File: config.mk
export PLATFORM = sky130hd
export DESIGN_NAME = uart_data_fifo
export DESIGN_NICKNAME = d
export VERILOG_FILES = /design/src/rtl/uart_data_fifo_pkg.sv /design/src/rtl/uart_fifo_ptr.sv /design/src/rtl/uart_data_fifo.sv
export SDC_FILE = /design/constraint.sdc
export NUM_CORES = 1
export LEC_CHECK = 0
export BUFFER_PORTS_ARGS = -buffer_cell sky130_fd_sc_hd__buf_2
export CORE_ASPECT_RATIO = 1.75
export CORE_MARGIN = 4
export CORE_UTILIZATION = 40
export DETAILED_ROUTE_END_ITERATION = 8
export SLEW_MARGIN = 25
export SYNTH_ARGS = -nofsm -noshare
export SYNTH_HDL_FRONTEND = slang
export SYNTH_SLANG_ARGS = --single-unit
File: constraint.sdc
create_clock -name clk_i -period 2.6 [get_ports clk_i]
set_clock_uncertainty 0.15 [all_clocks]
set_input_delay 0.78 -clock clk_i [delete_from_list [all_inputs] [get_ports clk_i]]
set_output_delay 0.78 -clock clk_i [all_outputs]
set_load 0.005 [all_outputs]
File: src/rtl/uart_data_fifo_pkg.sv
// Shared UART FIFO types and sizing constants.
// Used by the register block and the TX/RX data FIFOs.
package uart_data_fifo_pkg;

  localparam int unsigned TX_FIFO_SIZE = 8;
  localparam int unsigned RX_FIFO_SIZE = 8;

  localparam int unsigned FIFO_CNT_W =
    $clog2(((TX_FIFO_SIZE > RX_FIFO_SIZE) ?
            TX_FIFO_SIZE : RX_FIFO_SIZE) + 1);

  localparam logic [FIFO_CNT_W-1:0] TX_THRESH_DEF =
    FIFO_CNT_W'(2);
  localparam logic [FIFO_CNT_W-1:0] RX_THRESH_DEF =
    FIFO_CNT_W'(1);

  typedef struct packed {
    logic [FIFO_CNT_W-1:0] count;
    logic                  full;
    logic                  empty;
    logic                  thresh;
    logic                  overflow;
    logic                  underflow;
  } fifo_status_t;

endpackage

File: src/rtl/uart_fifo_ptr.sv
// Wrap-around pointer: counts 0..MAX, wraps by explicit compare.
// Synchronous clear has priority over enable.
module uart_fifo_ptr #(
  parameter int unsigned MAX = 7,
  parameter int unsigned W   = (MAX > 0) ? $clog2(MAX + 1) : 1
) (
  input  logic         clk_i,
  input  logic         arst_ni,
  input  logic         clr_i,
  input  logic         en_i,
  output logic [W-1:0] ptr_o
);

  localparam logic [W-1:0] MAX_P = W'(MAX);

  always_ff @(posedge clk_i or negedge arst_ni) begin
    if (!arst_ni) begin
      ptr_o <= '0;
    end else if (clr_i) begin
      ptr_o <= '0;
    end else if (en_i) begin
      ptr_o <= (ptr_o == MAX_P) ? '0 : ptr_o + 1'b1;
    end
  end

endmodule

File: src/rtl/uart_data_fifo.sv
// UART TX/RX data FIFO: FWFT peek, flush, fill threshold,
// sticky overflow/underflow flags.
module uart_data_fifo
  import uart_data_fifo_pkg::*;
#(
  parameter int unsigned DATA_WIDTH = 8,
  parameter int unsigned DEPTH      = TX_FIFO_SIZE,
  parameter int unsigned CNT_WIDTH  = $clog2(DEPTH + 1)
) (
  input  logic                  clk_i,
  input  logic                  arst_ni,
  input  logic                  flush_i,
  input  logic                  push_i,
  input  logic [DATA_WIDTH-1:0] data_i,
  input  logic                  pop_i,
  output logic [DATA_WIDTH-1:0] data_o,
  output logic                  full_o,
  output logic                  empty_o,
  output logic [CNT_WIDTH-1:0]  count_o,
  input  logic [CNT_WIDTH-1:0]  thresh_i,
  output logic                  thresh_o,
  output logic                  overflow_o,
  output logic                  underflow_o,
  input  logic                  clr_err_i
);

  localparam int unsigned PTR_W = $clog2(DEPTH);
  localparam logic [CNT_WIDTH-1:0] DEPTH_C = CNT_WIDTH'(DEPTH);

  logic [DATA_WIDTH-1:0] mem [DEPTH];
  logic [PTR_W-1:0]      wr_ptr;
  logic [PTR_W-1:0]      rd_ptr;
  logic [CNT_WIDTH-1:0]  count;
  logic                  push_acc;
  logic                  pop_acc;
  logic                  ovf_set;
  logic                  unf_set;

  assign full_o  = (count == DEPTH_C);
  assign empty_o = (count == '0);
  assign count_o = count;

  // A pop frees the slot, so a full FIFO can take push+pop together.
  assign pop_acc  = pop_i & ~empty_o & ~flush_i;
  assign push_acc = push_i & (~full_o | pop_acc) & ~flush_i;
  assign ovf_set  = push_i & full_o & ~pop_acc & ~flush_i;
  assign unf_set  = pop_i & empty_o & ~flush_i;

  assign data_o   = empty_o ? '0 : mem[rd_ptr];
  assign thresh_o = (thresh_i != '0) && (count >= thresh_i);

  uart_fifo_ptr #(
    .MAX (DEPTH - 1),
    .W   (PTR_W)
  ) u_wr_ptr (
    .clk_i   (clk_i),
    .arst_ni (arst_ni),
    .clr_i   (flush_i),
    .en_i    (push_acc),
    .ptr_o   (wr_ptr)
  );

  uart_fifo_ptr #(
    .MAX (DEPTH - 1),
    .W   (PTR_W)
  ) u_rd_ptr (
    .clk_i   (clk_i),
    .arst_ni (arst_ni),
    .clr_i   (flush_i),
    .en_i    (pop_acc),
    .ptr_o   (rd_ptr)
  );

  always_ff @(posedge clk_i) begin
    if (push_acc) begin
      mem[wr_ptr] <= data_i;
    end
  end

  always_ff @(posedge clk_i or negedge arst_ni) begin
    if (!arst_ni) begin
      count <= '0;
    end else if (flush_i) begin
      count <= '0;
    end else if (push_acc & ~pop_acc) begin
      count <= count + 1'b1;
    end else if (pop_acc & ~push_acc) begin
      count <= count - 1'b1;
    end
  end

  // Set wins over clear in the same cycle.
  always_ff @(posedge clk_i or negedge arst_ni) begin
    if (!arst_ni) begin
      overflow_o  <= 1'b0;
      underflow_o <= 1'b0;
    end else begin
      overflow_o  <= ovf_set | (overflow_o & ~clr_err_i);
      underflow_o <= unf_set | (underflow_o & ~clr_err_i);
    end
  end

endmodule

==> impl_results.md, run 1 <==
- Status: finished, violations left
- Failing checks: negative setup slack
- Type of the worst min-delay path: input pin to async pin
- R2R cell count: 8
- Initial core utilization: 41.0%
- CTS Root Cell: clkbuf_16
- Worst endpoint data arrival time: 1.83 ns
- Unrepaired setup endpoints after global routing: true
- GRT overflow: 0
- PD cells: 947 mW/mm^2
- Drt pass-1 iters: 4
- Synth Instances: 208
- Pin slew with the least headroom to its limit: 0.871 ns
- Rel. slew slack: 41.7%
- Io pins: 35
- Largest net degree at the start of global routing: 17
- Via count: 2007
- IO buf count: 34
- Fraction of power spent switching nets: 28.6%
- First-pass GRT wire length: 11.2 mm
- Pleak: 1.62 nW
- Initial antenna violation count: 0
- Synth-to-Final Area Change: 24.7%
- Setup Viol. Count Final: 9
- Sink Count: 76
- Crit-path max FO: 8
- Area leader, netlist: edfxtp_1
- Crit Reg-Reg Startpoint: count_o[1]
- Post-synthesis cell area: 0.00339 sq mm
- Max Freq: 363 MHz
- Startpoint class of the critical path: flop
- Max Root-Sink Buffers: 2
- Pins Over Slew Limit: 0
- Reg2reg setup slack: 0.28 ns
- Die height: 130 um
- Final net count: 300
- Routed Antenna Nets: 0
- Worst-Skew Late Latency: 0.33 ns
- PnR worst setup slack: -0.157 ns
- DP HPWL: 4.73 mm
- DRC viols: 0
- Core Rows: 44
- CP Data Required Time: 1.67 ns
- DRT iter0 DRCs: 141
- Crit-path slowest cell: mux4_2
- Diode count: 0
- Worst path max stage delay: 0.50 ns
- Total length of routed wires: 6.95 mm
- Crit path kind: flop to primary output
- Register bit total from synthesis: 76
- Vias/cell: 5.45
- Gr usage total: 15.4%
- Internal power: 0.00286 W
- Max Cap Viol: 0
- Worst R2R End: count_o[3]
- Crit-path cells: buf_12 > mux4_2 > mux2i_1 > nor2_1 > buf_2
- Switch Pwr: 0.00114 W
- Sequential area share after synthesis: 65.6%
- CP Buf/Inv Count: 2
- Drt wl/cell: 18.9 um
- Routability cong.: 0.765
- Post-Layout Inst Area: 0.00422 sq mm
- Tcrit/Tclk final: 106%
- DP Area: 0.00382 sq mm
- Combinational cell fraction of total power: 32.2%
- Die area: 0.0101 sq mm
- Fin. Hold Viols: 0
- Share of the synthesized area in the top cell type: 56.7%
- Synth async-reset ratio: 15.8%
- Number of enable flip-flop cells after synthesis: 64
- Die Span X: 77.6 um
- Syn Area/Cell: 16.3 sq um
- Minimum clock period: 2.76 ns
- Ratio of cells with drive above 1 in the final layout: 38.0%
- Largest cells by area after synthesis: edfxtp_1 57%, mux4_2 11%, dfrtp_1 8.9%
- Element type at the critical path end: primary output
- Flop pwr share: 37.0%
- Min Hold Slack: 0.181 ns
- Commonest non-fill, non-tap cell in the layout: edfxtp_1
- CTS clk-pin slew, worst paths: 0.06 ns
- Most frequent cells in the layout: 64 x edfxtp_1, 33 x buf_2, 23 x buf_4
- Syn_nets: 237
- Core Area: 0.00826 sq mm
- Peak supply drop: 524 uV
- Part of the power in the clock network: 30.8%
- Synth cell types: 37
- Top_reg_cell synth: edfxtp_1
- Cts bufs inserted: 9
- YS warnings: 0
- Delay-heaviest family, CP: multiplexers
- Vias in the first global route: 2133
- TritonCTS clock tree: done
- Clock H-tree levels: 3
cells in the mapped netlist (4+ instances only):
| cell | n |
|---|---|
| nor3_1 | 4 |
| dfrtp_1 | 12 |
| edfxtp_1 | 64 |
| a21oi_1 | 4 |
| buf_2 | 5 |
| nand3_1 | 5 |
| mux2i_1 | 13 |
| nand2_1 | 7 |
| inv_1 | 10 |
| nor2_1 | 22 |
| mux4_2 | 16 |
| ha_1 | 10 |
how the worst max path moves through the flow:
| stage | endpoint | start | slack, ns | depth (start not counted) |
|---|---|---|---|---|
| finish | data_o[1] | u_rd_ptr.ptr_o[0] | -0.16 | 5 |
| global route | data_o[1] | u_rd_ptr.ptr_o[0] | -0.24 | 5 |
| CTS | data_o[1] | u_rd_ptr.ptr_o[0] | -0.18 | 5 |
| detailed placement | thresh_o | thresh_i[0] | -0.24 | 7 |
| global placement | thresh_o | thresh_i[0] | -0.20 | 7 |
| floorplan | thresh_o | thresh_i[0] | 0.05 | 5 |
state kept, by name (all words and copies together), names as in the netlist:
signal,count
mem,64
u_rd_ptr.ptr_o,3
underflow_o,1
count_o,4
overflow_o,1
u_wr_ptr.ptr_o,3
power by group through the flow:
stage	Sequential [W]	Combinational (W)	Clock, W
2_1_floorplan	0.00147	0.000728	0
4_1_cts	0.00148	0.00128	0.00126
6_report	0.00148	0.00129	0.00123
3_3_place_gp	0.00149	0.00115	0
5_1_grt	0.00149	0.00143	0.00133
3_5_place_dp	0.00149	0.00117	0
per-stage QoR:
stage               setup TNS (ns)  instances  total power, W  setup WS [ns]  utilization, %
CTS                          -1.23        365         0.00402         -0.184            50.6
global placement            -0.198        347         0.00264         -0.198            46.2
global route                 -1.79        368         0.00425         -0.241            51.2
finish                       -1.10        368         0.00400         -0.157            51.2
detailed placement          -0.241        347         0.00266         -0.241            46.2
floorplan                        0        208         0.00220         0.0549               -
layout make-up:
| class | count | area (sq um) |
|---|---|---|
| Clock buffer | 12 | 256 |
| Multi-Input combinational cell | 113 | 1110 |
| Timing Repair Buffer | 61 | 429 |
| Tap cell | 92 | 115 |
| Clock inverter | 4 | 47.5 |
| Inverter | 10 | 37.5 |
| Sequential cell | 76 | 2220 |
| Fill cell | 720 | 4030 |
metal layers:
layer / track usage, % / part of all wire (%) / wire length [um] / vias up
met5: 0 / 0 / 0 / -
met2: 29.7 / 58 / 4010 / 49
met1: 15.5 / 37 / 2560 / 1016
li1: - / - / - / 932
met3: 4.07 / 3.9 / 273 / 10
met4: 6.39 / 1.5 / 101 / 0
cells by family after synthesis:
family | count (synthesis) | synth area share, %
adder cells (fa/ha/maj) | 11 | 4.28
multiplexers | 29 | 14.5
AND/OR/NAND/NOR | 53 | 7.98
buffers and inverters | 19 | 2.62
AO/OA/AOI/OAI | 17 | 4.28
XOR/XNOR | 3 | 0.776
flip-flops | 76 | 65.6
timing repair:
| item | 4_1_cts | 5_1_grt |
|---|---|---|
| hold endpoints to repair | 0 | 0 |
| hold buffers | 0 | 0 |
| gates resized for setup | 10 | 1 |
| pin swaps | 5 | 1 |
| setup endpoints to repair | 10 | 10 |
| setup buffers | 1 | 2 |
| gates cloned | 1 | 1 |
Note: power is estimated with default switching activity, not from simulation.
==> run 2, diff against run 1 <==
--- a/config.mk
+++ b/config.mk
@@ -5,7 +5,7 @@
 export SDC_FILE = /design/constraint.sdc
 export NUM_CORES = 1
 export LEC_CHECK = 0
-export BUFFER_PORTS_ARGS = -buffer_cell sky130_fd_sc_hd__buf_2
+export BUFFER_PORTS_ARGS = -buffer_cell sky130_fd_sc_hd__buf_4
 export CORE_ASPECT_RATIO = 1.75
 export CORE_MARGIN = 4
 export CORE_UTILIZATION = 40
==> run 2 against run 1 <==
Compared with the run above: the flow still finishes with violations (negative setup slack); final cell count shrank 0.27%; combinational power up 11%; flip-flop and latch count stayed put; power shrank 0.40%; sequential share of layout area fell by 0.17 points; final area increased by 0.33%; first-iteration DRC count shrank 8.5%; non-clock buffer count shrank 1; global-route usage down 0.42 points; maximum frequency grew 0.67%; via count decreased by 0.95%.
==> impl_results.md, run 2 (same netlist as run 1, synthesis figures left out) <==
- Status: finished, violations left
- Failing checks: negative setup slack
- Drt pass-1 iters: 4
- Dpl cells: 346
- R2R cell count: 9
- Diode count: 0
- IO buf count: 34
- Hold buffer count at CTS: 0
- Largest net degree at the start of global routing: 17
- Fillers: 734
- Dpl ws: -0.244 ns
- Vias in the first global route: 2083
- Peak supply drop: 506 uV
- Sink Count: 76
- First-pass GRT wire length: 10.9 mm
- Worst R2R End: count_o[3]
- PnR worst setup slack: -0.139 ns
- Number of flip-flops in the largest register: 64
- Routability cong.: 0.823
- Initial antenna violation count: 0
- Synth-to-Final Area Change: 25.1%
- Gr usage total: 15.0%
- Die Span X: 77.6 um
- Crit Reg-Reg Startpoint: count_o[1]
- Most frequent cells in the layout: 64 x edfxtp_1, 56 x buf_4, 22 x nor2_1
- Rel. slew slack: 40.8%
- Die area: 0.0101 sq mm
- Worst-Skew Late Latency: 0.33 ns
- Core Area: 0.00826 sq mm
- Routed Antenna Nets: 0
- Pins Over Slew Limit: 0
- Setup Viol. Count Final: 9
- DRC viols: 0
- Unrepaired setup endpoints after global routing: true
- TritonCTS clock tree: done
- Vias/cell: 5.42
- Ratio of cells with drive above 1 in the final layout: 36.7%
- Commonest non-fill, non-tap cell in the layout: edfxtp_1
- DRT iter0 DRCs: 129
- Worst endpoint data arrival time: 1.81 ns
- CTS clk-pin slew, worst paths: 0.05 ns
- Max Freq: 365 MHz
- Crit-path max FO: 2
- Minimum clock period: 2.74 ns
- Startpoint class of the critical path: input pin
- GRT overflow: 0
- Core Rows: 44
- Type of the worst min-delay path: input pin to async pin
- Worst Setup SP: thresh_i[0]
- CP Data Required Time: 1.67 ns
- Drt wl/cell: 18.7 um
- Max Cap Viol: 0
- Post-route non-filler standard cell count: 367
- Crit path kind: input pin to primary output
- Initial core utilization: 41.0%
- Tcrit/Tclk final: 105%
- Fin. Hold Viols: 0
- Final net count: 299
- Largest register by flop count: mem
- Total length of routed wires: 6.86 mm
- Clock H-tree levels: 3
- Cts bufs inserted: 9
- Pleak: 1.61 nW
- Die height: 130 um
- CTS Root Cell: clkbuf_16
- DP HPWL: 4.75 mm
- Reg2reg setup slack: 0.12 ns
- Via count: 1988
- PD cells: 940 mW/mm^2
- Max Root-Sink Buffers: 2
- Pin slew with the least headroom to its limit: 0.885 ns
- Element type at the critical path end: primary output
- Io pins: 35
## run 2: cell types whose count changed in the layout (fill, tap and decap cells not counted)
cell        delta
buf_6          +1
buf_4         +33
clkbuf_8       -1
buf_2         -33
buf_8          -1
clkinvlp_4     -1
clkbuf_16      -1
bufinv_16      -1
clkbuf_1       +3
## run 2: what timing repair did
item                                    CTS  global route
pin swaps                                 3             3
endpoints found under the setup margin   10            10
setup buffers                             3             1
endpoints found under the hold margin     0             0
resized for setup                         7             3
gates cloned                              1             0
## run 2: layer usage
layer	up-vias	global-route usage [%]	wire length [um]
met5	-	0	0
met4	0	7.44	204
met3	15	3.87	283
met2	45	28.1	3850
met1	1001	15.3	2520
li1	927	-	-
## run 2: metrics by stage
stage                     hold WS, ns  setup TNS (ns)  util [%]  power [W]  area [sq um]
after floorplan                 0.334               0         -    0.00220          3390
after global placement          0.328          -0.217      47.2    0.00275          3900
after detailed placement        0.354          -0.244      47.2    0.00277          3900
after CTS                       0.135           -1.02      51.0    0.00400          4210
after global routing            0.136           -1.43      51.3    0.00423          4240
final                           0.135          -0.691      51.3    0.00398          4240
## run 2: how the worst max path moves through the flow
| stage | endpoint | slack, ns | depth (start not counted) |
|---|---|---|---|
| 2_1_floorplan | thresh_o | 0.05 | 5 |
| 3_3_place_gp | thresh_o | -0.22 | 7 |
| 3_5_place_dp | thresh_o | -0.24 | 7 |
| 4_1_cts | data_o[4] | -0.16 | 5 |
| 5_1_grt | data_o[4] | -0.21 | 5 |
| 6_report | thresh_o | -0.14 | 7 |
## run 2: cell type report
type / count / area (sq um) / area share (%)
flip-flops and latches: 76 / 2220 / 52.5
multi-input cells: 113 / 1110 / 26.3
repair buffers: 60 / 483 / 11.4
clock buffers: 14 / 254 / 5.99
well taps: 92 / 115 / 2.72
inverters: 10 / 37.5 / 0.886
clock inverters: 2 / 10.0 / 0.236
## run 2: power breakdown
| group | total (W) | leakage [nW] | internal [W] | switching (W) |
|---|---|---|---|---|
| Combinational | 0.00143 | 0.742 | 0.000780 | 0.000645 |
| Clock | 0.00109 | 0.131 | 0.000669 | 0.000423 |
| Sequential | 0.00147 | 0.736 | 0.00139 | 0.0000742 |
## run 2: critical path: stages
cell	delay, ns
buf_4	0.12
ha_4	0.20
nand2b_4	0.13
a21o_1	0.16
a211oi_2	0.20
nor3_1	0.07
buf_4	0.14
